**src/rtl/ex_mem_stage_if.sv**
```systemverilog
// EX -> EX/MEM boundary bundle: execute results and controls flowing in,
// registered EX/MEM state, redirect and halt status flowing out.
interface ex_mem_stage_if #(
    parameter int DATA_W = 16
);
    logic              stall;
    logic              valid_id_ex;
    logic [4:0]        instr_op;
    logic [DATA_W-1:0] ALU_result;
    logic [DATA_W-1:0] branch_result;
    logic [DATA_W-1:0] jump_out;
    logic [DATA_W-1:0] store_data;
    logic              zero;
    logic              ltz;
    logic              err;
    logic [2:0]        Rd_id_ex;
    logic              Rd_valid_id_ex;
    logic              WriteReg_id_ex;
    logic              MemWrite_id_ex;
    logic              MemRead_id_ex;

    logic [DATA_W-1:0] ALU_result_ex_mem;
    logic [DATA_W-1:0] store_data_ex_mem;
    logic [2:0]        Rd_ex_mem;
    logic              Rd_valid_ex_mem;
    logic              WriteReg_ex_mem;
    logic              MemWrite_ex_mem;
    logic              MemRead_ex_mem;
    logic              valid_ex_mem;
    logic              redirect;
    logic [DATA_W-1:0] redirect_pc;
    logic              flush_front;
    logic              halt_ex_mem;
    logic              err_ex_mem;

    // Execute side / environment: drives the EX results, observes EX/MEM.
    modport master (
        output stall, valid_id_ex, instr_op, ALU_result, branch_result, jump_out,
               store_data, zero, ltz, err, Rd_id_ex, Rd_valid_id_ex,
               WriteReg_id_ex, MemWrite_id_ex, MemRead_id_ex,
        input  ALU_result_ex_mem, store_data_ex_mem, Rd_ex_mem, Rd_valid_ex_mem,
               WriteReg_ex_mem, MemWrite_ex_mem, MemRead_ex_mem, valid_ex_mem,
               redirect, redirect_pc, flush_front, halt_ex_mem, err_ex_mem
    );

    // The EX/MEM register itself.
    modport slave (
        input  stall, valid_id_ex, instr_op, ALU_result, branch_result, jump_out,
               store_data, zero, ltz, err, Rd_id_ex, Rd_valid_id_ex,
               WriteReg_id_ex, MemWrite_id_ex, MemRead_id_ex,
        output ALU_result_ex_mem, store_data_ex_mem, Rd_ex_mem, Rd_valid_ex_mem,
               WriteReg_ex_mem, MemWrite_ex_mem, MemRead_ex_mem, valid_ex_mem,
               redirect, redirect_pc, flush_front, halt_ex_mem, err_ex_mem
    );
endinterface

```
**src/rtl/ex_mem_stage.sv**
```systemverilog
// EX/MEM pipeline register with branch/jump resolution, registered front-end
// redirect, wrong-path squashing and a sticky halt state.
module ex_mem_stage #(
    parameter int SQUASH_CYCLES = 2
) (
    input  logic          clk,
    input  logic          rst_n,
    ex_mem_stage_if.slave bus
);
    localparam logic [4:0] OP_HALT = 5'b00000;
    localparam logic [4:0] OP_J    = 5'b00100;
    localparam logic [4:0] OP_JR   = 5'b00101;
    localparam logic [4:0] OP_JAL  = 5'b00110;
    localparam logic [4:0] OP_JALR = 5'b00111;
    localparam logic [4:0] OP_BEQZ = 5'b01100;
    localparam logic [4:0] OP_BNEZ = 5'b01101;
    localparam logic [4:0] OP_BLTZ = 5'b01110;
    localparam logic [4:0] OP_BGEZ = 5'b01111;

    localparam logic [2:0] SQ_LOAD = 3'(SQUASH_CYCLES);

    typedef enum logic [1:0] {RUN, SQUASH, HALT} state_t;

    state_t      state;
    logic [2:0]  sq_cnt;
    logic        ev;
    logic        taken;
    logic [15:0] target;
    logic        capture;

    assign capture = !bus.stall;

    // Resolve the instruction in EX: effective valid, taken flag and target.
    always_comb begin
        ev     = bus.valid_id_ex && (state == RUN);
        taken  = 1'b0;
        target = bus.branch_result;
        case (bus.instr_op)
            OP_BEQZ: taken = bus.zero;
            OP_BNEZ: taken = !bus.zero;
            OP_BLTZ: taken = bus.ltz;
            OP_BGEZ: taken = !bus.ltz;
            OP_J, OP_JR, OP_JAL, OP_JALR: begin
                taken  = 1'b1;
                target = bus.jump_out;
            end
            default: ;
        endcase
    end

    // Redirect pulse: set by a taken capture, cleared on every other edge
    // (stalled or not) so it never lasts more than one cycle.
    always_ff @(posedge clk or negedge rst_n) begin
        if (!rst_n) begin
            bus.redirect <= 1'b0;
        end else begin
            bus.redirect <= capture && ev && !bus.err && taken;
        end
    end

    assign bus.flush_front = bus.redirect;

    // Pipeline capture plus RUN/SQUASH/HALT control, advancing only on capture edges.
    always_ff @(posedge clk or negedge rst_n) begin
        if (!rst_n) begin
            state                 <= RUN;
            sq_cnt                <= 3'd0;
            bus.ALU_result_ex_mem <= '0;
            bus.store_data_ex_mem <= '0;
            bus.Rd_ex_mem         <= 3'd0;
            bus.Rd_valid_ex_mem   <= 1'b0;
            bus.WriteReg_ex_mem   <= 1'b0;
            bus.MemWrite_ex_mem   <= 1'b0;
            bus.MemRead_ex_mem    <= 1'b0;
            bus.valid_ex_mem      <= 1'b0;
            bus.redirect_pc       <= '0;
            bus.halt_ex_mem       <= 1'b0;
            bus.err_ex_mem        <= 1'b0;
        end else if (capture) begin
            // Data passes through unconditionally; bubbles are marked by the controls.
            bus.ALU_result_ex_mem <= bus.ALU_result;
            bus.store_data_ex_mem <= bus.store_data;
            bus.Rd_ex_mem         <= bus.Rd_id_ex;
            bus.Rd_valid_ex_mem   <= ev && bus.Rd_valid_id_ex;
            bus.WriteReg_ex_mem   <= ev && bus.WriteReg_id_ex;
            bus.MemWrite_ex_mem   <= ev && bus.MemWrite_id_ex;
            bus.MemRead_ex_mem    <= ev && bus.MemRead_id_ex;
            bus.valid_ex_mem      <= ev;

            case (state)
                RUN: begin
                    if (ev) begin
                        // An execute error outranks both HALT and a taken branch.
                        if (bus.err) begin
                            bus.halt_ex_mem <= 1'b1;
                            bus.err_ex_mem  <= 1'b1;
                            state           <= HALT;
                        end else if (bus.instr_op == OP_HALT) begin
                            bus.halt_ex_mem <= 1'b1;
                            state           <= HALT;
                        end else if (taken) begin
                            bus.redirect_pc <= target;
                            sq_cnt          <= SQ_LOAD;
                            state           <= SQUASH;
                        end
                    end
                end
                SQUASH: begin
                    sq_cnt <= sq_cnt - 3'd1;
                    if (sq_cnt == 3'd1) begin
                        state <= RUN;
                    end
                end
                HALT: ;
                default: state <= RUN;
            endcase
        end
    end
endmodule

```
**src/flat_wrapper.sv**
```systemverilog
// flat-port wrapper written by rule: the top's interface ports become plain ports
module ex_mem_stage_flat 
#(
    parameter int SQUASH_CYCLES = 2
)
  (clk, rst_n, bus_stall, bus_valid_id_ex, bus_instr_op, bus_ALU_result, bus_branch_result, bus_jump_out, bus_store_data, bus_zero, bus_ltz, bus_err, bus_Rd_id_ex, bus_Rd_valid_id_ex, bus_WriteReg_id_ex, bus_MemWrite_id_ex, bus_MemRead_id_ex, bus_ALU_result_ex_mem, bus_store_data_ex_mem, bus_Rd_ex_mem, bus_Rd_valid_ex_mem, bus_WriteReg_ex_mem, bus_MemWrite_ex_mem, bus_MemRead_ex_mem, bus_valid_ex_mem, bus_redirect, bus_redirect_pc, bus_flush_front, bus_halt_ex_mem, bus_err_ex_mem);
  ex_mem_stage_if bus_i ();
  input  logic clk;
  input  logic rst_n;
  input wire logic [$bits(bus_i.stall)-1:0] bus_stall;
  input wire logic [$bits(bus_i.valid_id_ex)-1:0] bus_valid_id_ex;
  input wire logic [$bits(bus_i.instr_op)-1:0] bus_instr_op;
  input wire logic [$bits(bus_i.ALU_result)-1:0] bus_ALU_result;
  input wire logic [$bits(bus_i.branch_result)-1:0] bus_branch_result;
  input wire logic [$bits(bus_i.jump_out)-1:0] bus_jump_out;
  input wire logic [$bits(bus_i.store_data)-1:0] bus_store_data;
  input wire logic [$bits(bus_i.zero)-1:0] bus_zero;
  input wire logic [$bits(bus_i.ltz)-1:0] bus_ltz;
  input wire logic [$bits(bus_i.err)-1:0] bus_err;
  input wire logic [$bits(bus_i.Rd_id_ex)-1:0] bus_Rd_id_ex;
  input wire logic [$bits(bus_i.Rd_valid_id_ex)-1:0] bus_Rd_valid_id_ex;
  input wire logic [$bits(bus_i.WriteReg_id_ex)-1:0] bus_WriteReg_id_ex;
  input wire logic [$bits(bus_i.MemWrite_id_ex)-1:0] bus_MemWrite_id_ex;
  input wire logic [$bits(bus_i.MemRead_id_ex)-1:0] bus_MemRead_id_ex;
  output wire logic [$bits(bus_i.ALU_result_ex_mem)-1:0] bus_ALU_result_ex_mem;
  output wire logic [$bits(bus_i.store_data_ex_mem)-1:0] bus_store_data_ex_mem;
  output wire logic [$bits(bus_i.Rd_ex_mem)-1:0] bus_Rd_ex_mem;
  output wire logic [$bits(bus_i.Rd_valid_ex_mem)-1:0] bus_Rd_valid_ex_mem;
  output wire logic [$bits(bus_i.WriteReg_ex_mem)-1:0] bus_WriteReg_ex_mem;
  output wire logic [$bits(bus_i.MemWrite_ex_mem)-1:0] bus_MemWrite_ex_mem;
  output wire logic [$bits(bus_i.MemRead_ex_mem)-1:0] bus_MemRead_ex_mem;
  output wire logic [$bits(bus_i.valid_ex_mem)-1:0] bus_valid_ex_mem;
  output wire logic [$bits(bus_i.redirect)-1:0] bus_redirect;
  output wire logic [$bits(bus_i.redirect_pc)-1:0] bus_redirect_pc;
  output wire logic [$bits(bus_i.flush_front)-1:0] bus_flush_front;
  output wire logic [$bits(bus_i.halt_ex_mem)-1:0] bus_halt_ex_mem;
  output wire logic [$bits(bus_i.err_ex_mem)-1:0] bus_err_ex_mem;
  assign bus_i.stall = bus_stall;
  assign bus_i.valid_id_ex = bus_valid_id_ex;
  assign bus_i.instr_op = bus_instr_op;
  assign bus_i.ALU_result = bus_ALU_result;
  assign bus_i.branch_result = bus_branch_result;
  assign bus_i.jump_out = bus_jump_out;
  assign bus_i.store_data = bus_store_data;
  assign bus_i.zero = bus_zero;
  assign bus_i.ltz = bus_ltz;
  assign bus_i.err = bus_err;
  assign bus_i.Rd_id_ex = bus_Rd_id_ex;
  assign bus_i.Rd_valid_id_ex = bus_Rd_valid_id_ex;
  assign bus_i.WriteReg_id_ex = bus_WriteReg_id_ex;
  assign bus_i.MemWrite_id_ex = bus_MemWrite_id_ex;
  assign bus_i.MemRead_id_ex = bus_MemRead_id_ex;
  assign bus_ALU_result_ex_mem = bus_i.ALU_result_ex_mem;
  assign bus_store_data_ex_mem = bus_i.store_data_ex_mem;
  assign bus_Rd_ex_mem = bus_i.Rd_ex_mem;
  assign bus_Rd_valid_ex_mem = bus_i.Rd_valid_ex_mem;
  assign bus_WriteReg_ex_mem = bus_i.WriteReg_ex_mem;
  assign bus_MemWrite_ex_mem = bus_i.MemWrite_ex_mem;
  assign bus_MemRead_ex_mem = bus_i.MemRead_ex_mem;
  assign bus_valid_ex_mem = bus_i.valid_ex_mem;
  assign bus_redirect = bus_i.redirect;
  assign bus_redirect_pc = bus_i.redirect_pc;
  assign bus_flush_front = bus_i.flush_front;
  assign bus_halt_ex_mem = bus_i.halt_ex_mem;
  assign bus_err_ex_mem = bus_i.err_ex_mem;
  ex_mem_stage #(.SQUASH_CYCLES(SQUASH_CYCLES)) u_core (.clk(clk), .rst_n(rst_n), .bus(bus_i));
endmodule
```
**config.mk**
```make
export PLATFORM = sky130hd
export DESIGN_NAME = ex_mem_stage_flat
export DESIGN_NICKNAME = d
export VERILOG_FILES = /design/src/rtl/ex_mem_stage_if.sv /design/src/rtl/ex_mem_stage.sv /design/src/flat_wrapper.sv
export SDC_FILE = /design/constraint.sdc
export NUM_CORES = 1
export LEC_CHECK = 0
export ABC_AREA = 1
export BUFFER_PORTS_ARGS = -buffer_cell sky130_fd_sc_hd__buf_2
export CAP_MARGIN = 30
export CORE_MARGIN = 4
export CORE_UTILIZATION = 50
export DETAILED_ROUTE_END_ITERATION = 8
export PLACE_DENSITY = 0.94
export SLEW_MARGIN = 20
export SYNTH_ARGS = -nofsm -noshare
export SYNTH_HDL_FRONTEND = slang
export SYNTH_SLANG_ARGS = --single-unit
```
**constraint.sdc**
```tcl
create_clock -name clk -period 2.7 [get_ports clk]
set_clock_uncertainty 0.05 [all_clocks]
set_input_delay 0.54 -clock clk [delete_from_list [all_inputs] [get_ports clk]]
set_output_delay 0.54 -clock clk [all_outputs]
set_load 0.005 [all_outputs]
```
Word level (Yosys, flattened, before mapping). Index checks and enable logic that the tools add are counted.

Register bits after elaboration: 64. Bits of input ports: 83. Output and inout port bits: 60.

Add/subtract/negate cells: 1. Equality and inequality tests: 17. Muxes and demuxes: 15. Bitwise logic cells: 4. Reductions and logical operators: 22.

Operators by type and width (number): $eq 5x3->1 const B (4); $eq 5x4->1 const B (4); $mux 16 (1); $mux 3 (4); $reduce_and 6->1 (2); $mux 2 (5); $logic_and 1x1->1 (8); $reduce_and 4->1 (2); $ne 2x1->1 const B (3); $pmux 2 s3 (1); $pmux 3 s2 (1); $logic_not 5->1 (1); $pmux 1 s5 (1); $reduce_and 5->1 (1); $logic_not 1->1 (4); $ne 2x2->1 const B (2); $ne 4x3->1 const B (1); $not 1->1 (4); $reduce_bool 2->1 (2); $reduce_or 4->1 (1); $eq 3x1->1 const B (1); $sub 3x1->3 const B (1); $eq 2x1->1 const B (1); $eq 2x2->1 const B (1); other kinds (2) (3).

Longest topological paths before layout. Gate-level depths: netlist of run 1.

Depth in word-level cells: 8. Gate-level depth with buffers: 10.

Least setup slack after synthesis of run 1. OpenSTA, ideal clock, no wires.

Path type: input -> register. Start point: input bus_stall. End point: register u_core.bus.redirect_pc[6] (netlist bit). Data arrival time: 1564 ps. Path slack: 969 ps. Stages: 8. Cells stage by stage: clkbuf_1 nor3_4 nand2_4 nor2_8 inv_6 buf_8 nand2_1 nand2_1.

Longest elaborated chain between the ends: 2.

Ends and longest elaborated chain: start, declared (line flat_wrapper.sv:10) `input wire logic [$bits(bus_i.stall)-1:0] bus_stall;`; $not 1->1 (no line); $reduce_and 6->1 (no line); end signal, assigned (line ex_mem_stage.sv:102) `bus.redirect_pc <= target;`; end, declared (line ex_mem_stage_if.sv:53) `redirect, redirect_pc, flush_front, halt_ex_mem, err_ex_mem`.

Every way passes these cells. A chain may end at the register's enable or synchronous reset.

Worst setup path after layout of run 1.
Start point: register u_core.state[1]. End point: register u_core.bus.redirect_pc[5] (netlist bit).

Longest elaborated chain between the ends: 3.

Ends and longest elaborated chain: start, declared (line ex_mem_stage.sv:24) `state_t state;`; start signal, assigned (line ex_mem_stage.sv:66) `state <= RUN;`; start signal, assigned (line ex_mem_stage.sv:97) `state <= HALT;`; start signal, assigned (line ex_mem_stage.sv:100) `state <= HALT;`; $logic_not 2->1 * (line ex_mem_stage.sv:35, ex_mem_stage.sv:90); $logic_and 1x1->1 (line ex_mem_stage.sv:35) `ev = bus.valid_id_ex && (state == RUN);`; $reduce_and 6->1 (no line) *.

Mark *: on every way between the ends. The rest lies on a longest branch, timed or not.

==> flow_results.org, run 1 <==
** Timing
- Final hold analysis gives a worst-case slack of 153 ps.
- Static timing analysis puts the maximum clock frequency at 0.507 GHz.
- Final-report hold violation count :: 0
- After layout, the worst path uses 73.0% of the clock period.
- After routing, the total negative slack on setup checks comes to 0 ps.
- Setup violations, final :: 0
- Setup repair after global routing left no endpoint under its margin.
- The smallest clock period supported by the final layout is computed as 1970 ps.
- The max-slew violation total from the final report is 0.
- Final critical-path setup slack :: 729 ps
- In this run the tightest slew margin relative to its limit is 63.7%.
- For the pin with the worst max-slew slack, the measured transition is 543 ps.

** Detailed routing
- First-pass detailed-route iteration total :: 4
- For this run, design rule violations remaining after detail routing come to 0.
- Remaining antenna violation count after routing :: 0
- The final layout contains routed wiring with a total length of 7.88 mm.
- Routed length per placed instance :: 12.9 um
- Average vias per placed instance :: 4.78
- Total via count in the routed design :: 2915
- Count of routing violations after the opening detailed-route iteration :: 146

** Clock tree
- Clk_lat worst skew :: 310 ps
- Postcts setup bufs :: 0
- Counting along the longest clock path gives a buffer depth of 2.
- CTS H-tree depth :: 3
- CTS tree :: done
- Post-CTS Hold Buffers :: 0
- In this run, post-CTS repair resized a total of 0 instances.
- In this run, CTS created clock tree buffers numbering 9.
- After clock tree synthesis, the clock-pin slew on the worst setup and hold paths is 70 ps.
- CTS placed an instance of sky130_fd_sc_hd__clkbuf_8 at the clock tree root.
- CTS saw 64 sinks.

** Yosys
- Number of synthesized register bits :: 64
- During synthesis, Yosys emitted a total of 0 warnings.
- Counting every net in the synthesized netlist gives 473.
- Proportion of synthesized chip area in sequential cells :: 52.6%
- A synthesized cell averages 7.85 um2.
- Count of cell types in the netlist :: 28
- The synthesized netlist occupies a cell area of 0.00305 mm2.
- Cell count after synthesis :: 388

** Layout
- Fraction of layout instances using a drive strength above 1 :: 33.1%
- Ant. Diodes :: 0
- The library cell used most frequently in the layout, excluding fill and tap cells, is sky130_fd_sc_hd__nand2_1.
- After routing the design area is 0.00398 mm2.
- Commonest cells after routing, fill and taps aside :: sky130_fd_sc_hd__nand2_1 (193), sky130_fd_sc_hd__buf_2 (142), sky130_fd_sc_hd__dfrtp_1 (64)
- Layout overhead on the synthesized area :: 30.6%
- Post-route non-filler standard cell count :: 610
- For this run, the post-layout net count is 616.

** Die
- Initial core utilization :: 51.4%
- 143 I/O pins were placed.
- Std-Cell Core Area :: 0.00592 mm2
- The floorplan step defined a die boundary enclosing 0.00740 mm2.
- In this run the vertical extent of the chip is 86.0 um.
- The initialized floorplan defines 28 standard-cell rows.
- Die X :: 86.0 um

** Min path
- Worst hold-check path type :: input port to async pin

** Global routing
- Global-route layer with the greatest usage :: met2
- Global routing used 21.6% of the available tracks across all layers.
- The number of antenna violations at the first check in global routing came to 0.
- Via count of the first global-routing pass :: 2919
- In the global route stage, met2 resource usage came out at 36.0%.
- Entering global routing, the biggest net connects 44 pins.
- Global-route wire length before repair :: 12.8 mm
- Met3 global-route usage :: 5.19%
- Overflow left after global routing :: 0
- For met1 alone, demand over resource in global routing was 27.7%.

** Placed design
- The congestion estimate from routability-driven global placement came to 0.890.
- Worst-case setup slack after placement :: 479 ps
- Once detailed placement completed, the half-perimeter wirelength came to 5.93 mm.
- Including well taps, the total number of placed cells is 594.
- Placed Area :: 0.00380 mm2
- PortBufs :: 142

** Status
- The run finished with clean final reports.

** Critical path
- Kind of capture point of the worst setup path :: flip-flop
- Critical path arrival :: 2110 ps
- Along the worst path, the maximum fanout reaches 18.
- For the worst setup path, the data required time is 2840 ps.
- Setup Crit Path Kind :: flip-flop to flip-flop
- Type of origin of the critical path :: flip-flop

** Power and ir drop
- Leak :: 0.00248 uW
- In this run the power density over the cells is 686 mW/mm2.
- The worst-case IR drop observed on VDD is 0.000360 V.

** Run
- Max-cap viol count :: 0
==> cells by family after synthesis <==
family	share of synthesized area (%)
compound gates	2.05
xor+xnor	0.288
fa+ha+maj	0.822
buf+inv	9.57
flops	52.6
simple gates	34.7
==> critical path: stages, from the launching register on <==
cell and delay, ps:
sky130_fd_sc_hd__dfrtp_1 440, sky130_fd_sc_hd__nor2_2 220, sky130_fd_sc_hd__inv_2 70, sky130_fd_sc_hd__nor3_4 320, sky130_fd_sc_hd__nand2_4 110, sky130_fd_sc_hd__nor2_8 350
sky130_fd_sc_hd__inv_6 120, sky130_fd_sc_hd__nand2_1 90, sky130_fd_sc_hd__nand2_1 70
==> synthesized netlist by cell type (all sizes together) <==
| library cell | number | area, um2 |
|---|---|---|
| or2 | 1 | 6.26 |
| nor3 | 2 | 21.3 |
| nor2 | 13 | 67.6 |
| nand4 | 2 | 12.5 |
| o21ai | 3 | 15.0 |
| xnor2 | 1 | 8.76 |
| o21bai | 1 | 7.51 |
| buf | 9 | 68.8 |
| nand3 | 32 | 205 |
| nand3b | 1 | 7.51 |
| a22o | 4 | 35.0 |
| a21oi | 1 | 5.00 |
| clkbuf | 5 | 18.8 |
| ha | 2 | 25.0 |
| dfrtp | 64 | 1600 |
| nand2 | 194 | 736 |
| inv | 53 | 204 |
==> layout make-up <==
cell class | instances | area (um2)
fillers | 503 | 1940
well taps | 75 | 93.8
repair buffers | 146 | 753
inverters | 53 | 204
clock buffers | 11 | 151
flip-flops and latches | 64 | 1600
clock inverters | 4 | 20.0
multi-input cells | 257 | 1150
==> sequential cells by signal (all words and copies together), names as in the netlist <==
name,cells
u_core.bus.redirect_pc,16
u_core.bus.flush_front,1
u_core.bus.valid_ex_mem,1
u_core.sq_cnt,3
u_core.bus.halt_ex_mem,1
u_core.bus.store_data_ex_mem,16
u_core.bus.Rd_ex_mem,3
u_core.bus.ALU_result_ex_mem,16
u_core.state,2
u_core.bus.WriteReg_ex_mem,1
u_core.bus.err_ex_mem,1
u_core.bus.MemWrite_ex_mem,1
u_core.bus.MemRead_ex_mem,1
u_core.bus.Rd_valid_ex_mem,1
==> through the flow <==
step / power, uW / utilization, %
floorplan: 1680 / -
global placement: 2000 / 64.1
detailed placement: 2040 / 64.1
CTS: 2750 / 67.0
global route: 2920 / 67.2
finish: 2730 / 67.2
==> where the power goes <==
| group | switching (uW) | leakage [uW] | internal (uW) |
|---|---|---|---|
| Combinational | 398 | 0.00159 | 325 |
| Sequential | 136 | 0.000797 | 1160 |
| Clock | 333 | 0.0000947 | 372 |
| Total | 866 | 0.00248 | 1860 |
==> per-layer routing <==
layer / share of wire (%) / wire (um) / vias to the layer above
met3: 10 / 799 / 4
met5: 0 / 0 / -
li1: - / - / 1449
met1: 42 / 3280 / 1325
met4: 0.77 / 61 / 0
met2: 47 / 3730 / 137
==> worst paths after layout <==
check                                                 from                         endpoint  slack (ps)  cells past startpoint
hold / removal                                       rst_n        u_core.bus.redirect_pc[9]         150                      1
setup reg to reg                           u_core.state[1]        u_core.bus.redirect_pc[5]         730                      8
setup / recovery                           u_core.state[1]        u_core.bus.redirect_pc[5]         730                      8
min in group clk                         bus_ALU_result[4]  u_core.bus.ALU_result_ex_mem[4]         360                      3
max in group asynchronous                            rst_n          u_core.bus.Rd_ex_mem[1]        1840                      2
hold reg to reg            u_core.bus.store_data_ex_mem[3]  u_core.bus.store_data_ex_mem[3]         420                      2
No activity file was read; power rests on OpenSTA's default activity.
==> inputs of run 2 (changes only) <==
- CORE_UTILIZATION: 50 -> 42
- PLACE_DENSITY: 0.94 -> 0.85
- clock period: 2.7 -> 1.8 ns (I/O delays scaled with it)
==> run 2 against run 1 <==
Compared with the run above:
- combinational power is 55% higher
- count of clock-buffer cells in the layout is 1 lower
- flip-flop and latch count stayed put
==> flow_results.org, run 2 (same netlist as run 1, synthesis figures left out) <==
** Status
- The flow ran to the end, and the final reports show no timing, DRC or antenna violations.

** Clock tree
- CTS tree :: done
- Num CTS Buffers :: 9
- The clock passes through at most 2 buffers.
- Clk_lat worst skew :: 330 ps
- Postcts setup bufs :: 0
- For this design, the sink count on the clock tree is 64.
- Once the clock tree was built, the resizer swapped 0 gates to a different size.
- Clock slew at reported path FFs :: 80 ps
- Post-CTS Hold Buffers :: 1
- CTS H-tree depth :: 3
- The tree is rooted in a sky130_fd_sc_hd__clkbuf_8.

** Global routing
- Global-route wire length before repair :: 12.6 mm
- The via count of the first global-routing pass is 2822.
- Global routing used 18.2% of the available tracks.
- Largest net degree at the start of global routing :: 41
- The number of antenna violations at the first check in global routing was 0.
- Overflow left after global routing :: 0

** Die
- After floorplanning, the core was divided into 30 placement rows.
- Initial core utilization :: 44.1%
- Measured along the x axis, the die boundary spans 93.2 um.
- Die outline area :: 0.00868 mm2
- The core region is 0.00691 mm2.
- 143 I/O pins were placed.
- In this run the vertical extent of the chip is 93.2 um.

** Layout
- At the end of the flow, the number of nets in the layout was 622.
- Top flop regs :: u_core.bus.ALU_result_ex_mem x16, u_core.bus.redirect_pc x16, u_core.bus.store_data_ex_mem x16
- Fraction of layout instances using a drive strength above 1 :: 33.8%
- Post-route non-filler standard cell count :: 638
- Commonest non-fill, non-tap cell in the layout :: sky130_fd_sc_hd__nand2_1
- Fin util :: 59.8%
- Layout fillers :: 626
- Layout overhead on the synthesized area :: 35.7%
- 0 antenna diodes ended up in the layout.
- In the layout the commonest cells are sky130_fd_sc_hd__nand2_1 (193), sky130_fd_sc_hd__buf_2 (142), sky130_fd_sc_hd__dfrtp_1 (64).

** Timing
- Final clock period utilization by the worst path :: 88.3%
- For this run, the top clock speed supported by timing is 0.629 GHz.
- Setup violations remaining at the end of the flow were counted as 0.
- Measured against its own limit, the worst slew margin works out to 66.0%.
- At the pin with the least slew margin, the transition time is 510 ps.
- Setup repair after global routing left no endpoint under its margin.
- Final critical-path setup slack :: 211 ps
- Number of max-slew violations in the final report :: 0
- The number of hold violations in the final report came to 0.
- Counting I/O delays and the setup requirement, the final critical path takes 1590 ps.
- Total negative slack for setup checks :: 0 ps

** Critical path
- Critical path depth :: 8
- Type of origin of the critical path :: flip-flop
- The worst setup path is captured at a flip-flop.
- The startpoint identified for the worst register-to-register timing path is u_core.state[1].
- Dominant delay contributor by cell family on the critical path :: simple AND/OR/NAND/NOR gates
- In this run the worst setup path begins at u_core.state[1].
- The worst setup path is of the flip-flop to flip-flop kind.
- Buffers and inverters on the worst path :: 2
- Walking the worst path, the cells encountered are nor2_2, inv_2, nor3_4, nand2_4, nor2_8, buf_12, nand3_1, nand2_1.
- Peak per-stage delay on the critical path :: 440 ps
- CP max FO :: 10
- For the worst setup path, the data required time is 2020 ps.
- At the worst endpoint, the arrival time is 1810 ps.
- For this design, the slowest cell found on the critical path is sky130_fd_sc_hd__dfrtp_1.
- Counting cells, the worst reg-to-reg path comes to 8.

** Detailed routing
- Final Routed Wirelength :: 7.87 mm
- Remaining antenna violation count after routing :: 0
- For this run, design rule violations remaining after detail routing come to 0.
- In the final routed layout, each cell accounts on average for 12.3 um.
- First-pass detailed-route iteration total :: 4
- Total via count in the routed design :: 2900
- Average vias per placed instance :: 4.55
- For this block, the initial DRC count from the detailed router was 79.

** Min path
- WHS Path Cells :: 3
- The min-delay analysis places its worst path in the category input port to flip-flop.
- In this run the most critical hold path is launched from bus_ALU_result[14].

** Power and ir drop
- For this design the static power due to leakage is 0.00253 uW.
- Across the VDD grid, the largest voltage drop is 0.000578 V.
- Power per standard cell area :: 1080 mW/mm2
- Power comes to 4450 uW.

** Run
- Max-cap viol count :: 0

** Placed design
- Detailed placement finished with a half-perimeter wire length of 6.07 mm.
- PortBufs :: 142
- Worst-case setup slack after placement :: 143 ps
- The congestion estimate from routability-driven global placement came to 0.797.
- Total placed cells including tap cells :: 621
run 2: cell count changes in the layout (fill, tap and decap cells not counted), sizes merged:
cell / previous run / this run
buf: 146 / 151
bufinv: 0 / 2
clkbuf: 11 / 10
clkinv: 4 / 0
clkinvlp: 0 / 3
dlygate4sd3: 0 / 1
inv: 53 / 54
run 2: area by class of cell:
cell class / count / area [um2] / area share [%]
clock buffers: 10 / 138 / 3.33
clock inverters: 6 / 91.3 / 2.21
well taps: 96 / 120 / 2.91
repair buffers: 152 / 826 / 20.0
flip-flops and latches: 64 / 1600 / 38.8
multi-input cells: 257 / 1150 / 27.9
inverters: 53 / 204 / 4.93
run 2: final timing paths:
| check | end | slack [ps] |
|---|---|---|
| min in group asynchronous | u_core.bus.redirect_pc[2] | 490 |
| worst min register to register | u_core.bus.halt_ex_mem | 420 |
| worst max register to register | u_core.bus.redirect_pc[6] | 210 |
| max in group asynchronous | u_core.bus.ALU_result_ex_mem[3] | 700 |
| worst max-delay path | u_core.bus.redirect_pc[6] | 210 |
| worst min-delay path | u_core.bus.ALU_result_ex_mem[14] | 160 |
run 2: where the power goes:
part / leakage (uW) / switching [uW] / total [uW] / internal, uW
sequential: 0.000797 / 203 / 1950 / 1750
clock: 0.000105 / 558 / 1380 / 821
combinational: 0.00163 / 600 / 1120 / 520
run 2: through the flow:
stage                     cell area [um2]  hold WS, ps
after floorplan                      3050         14.4
after global placement               3890          298
after detailed placement             3890          309
after CTS                            4130          145
after global routing                 4130          161
final                                4130          162
run 2: worst reg2reg max path, cell delays in order, from the launching register on:
cell and delay (ps):
sky130_fd_sc_hd__dfrtp_1 440, sky130_fd_sc_hd__nor2_2 150, sky130_fd_sc_hd__inv_2 60, sky130_fd_sc_hd__nor3_4 180, sky130_fd_sc_hd__nand2_4 100, sky130_fd_sc_hd__nor2_8 220
sky130_fd_sc_hd__buf_12 170, sky130_fd_sc_hd__nand3_1 90, sky130_fd_sc_hd__nand2_1 80
run 2: metal layers:
metal  share of wire, %  global-route usage [%]
met3                9.7                    4.75
met4                1.4                    7.81
met1                 43                    22.0
met5                  0                       0
met2                 46                    30.7
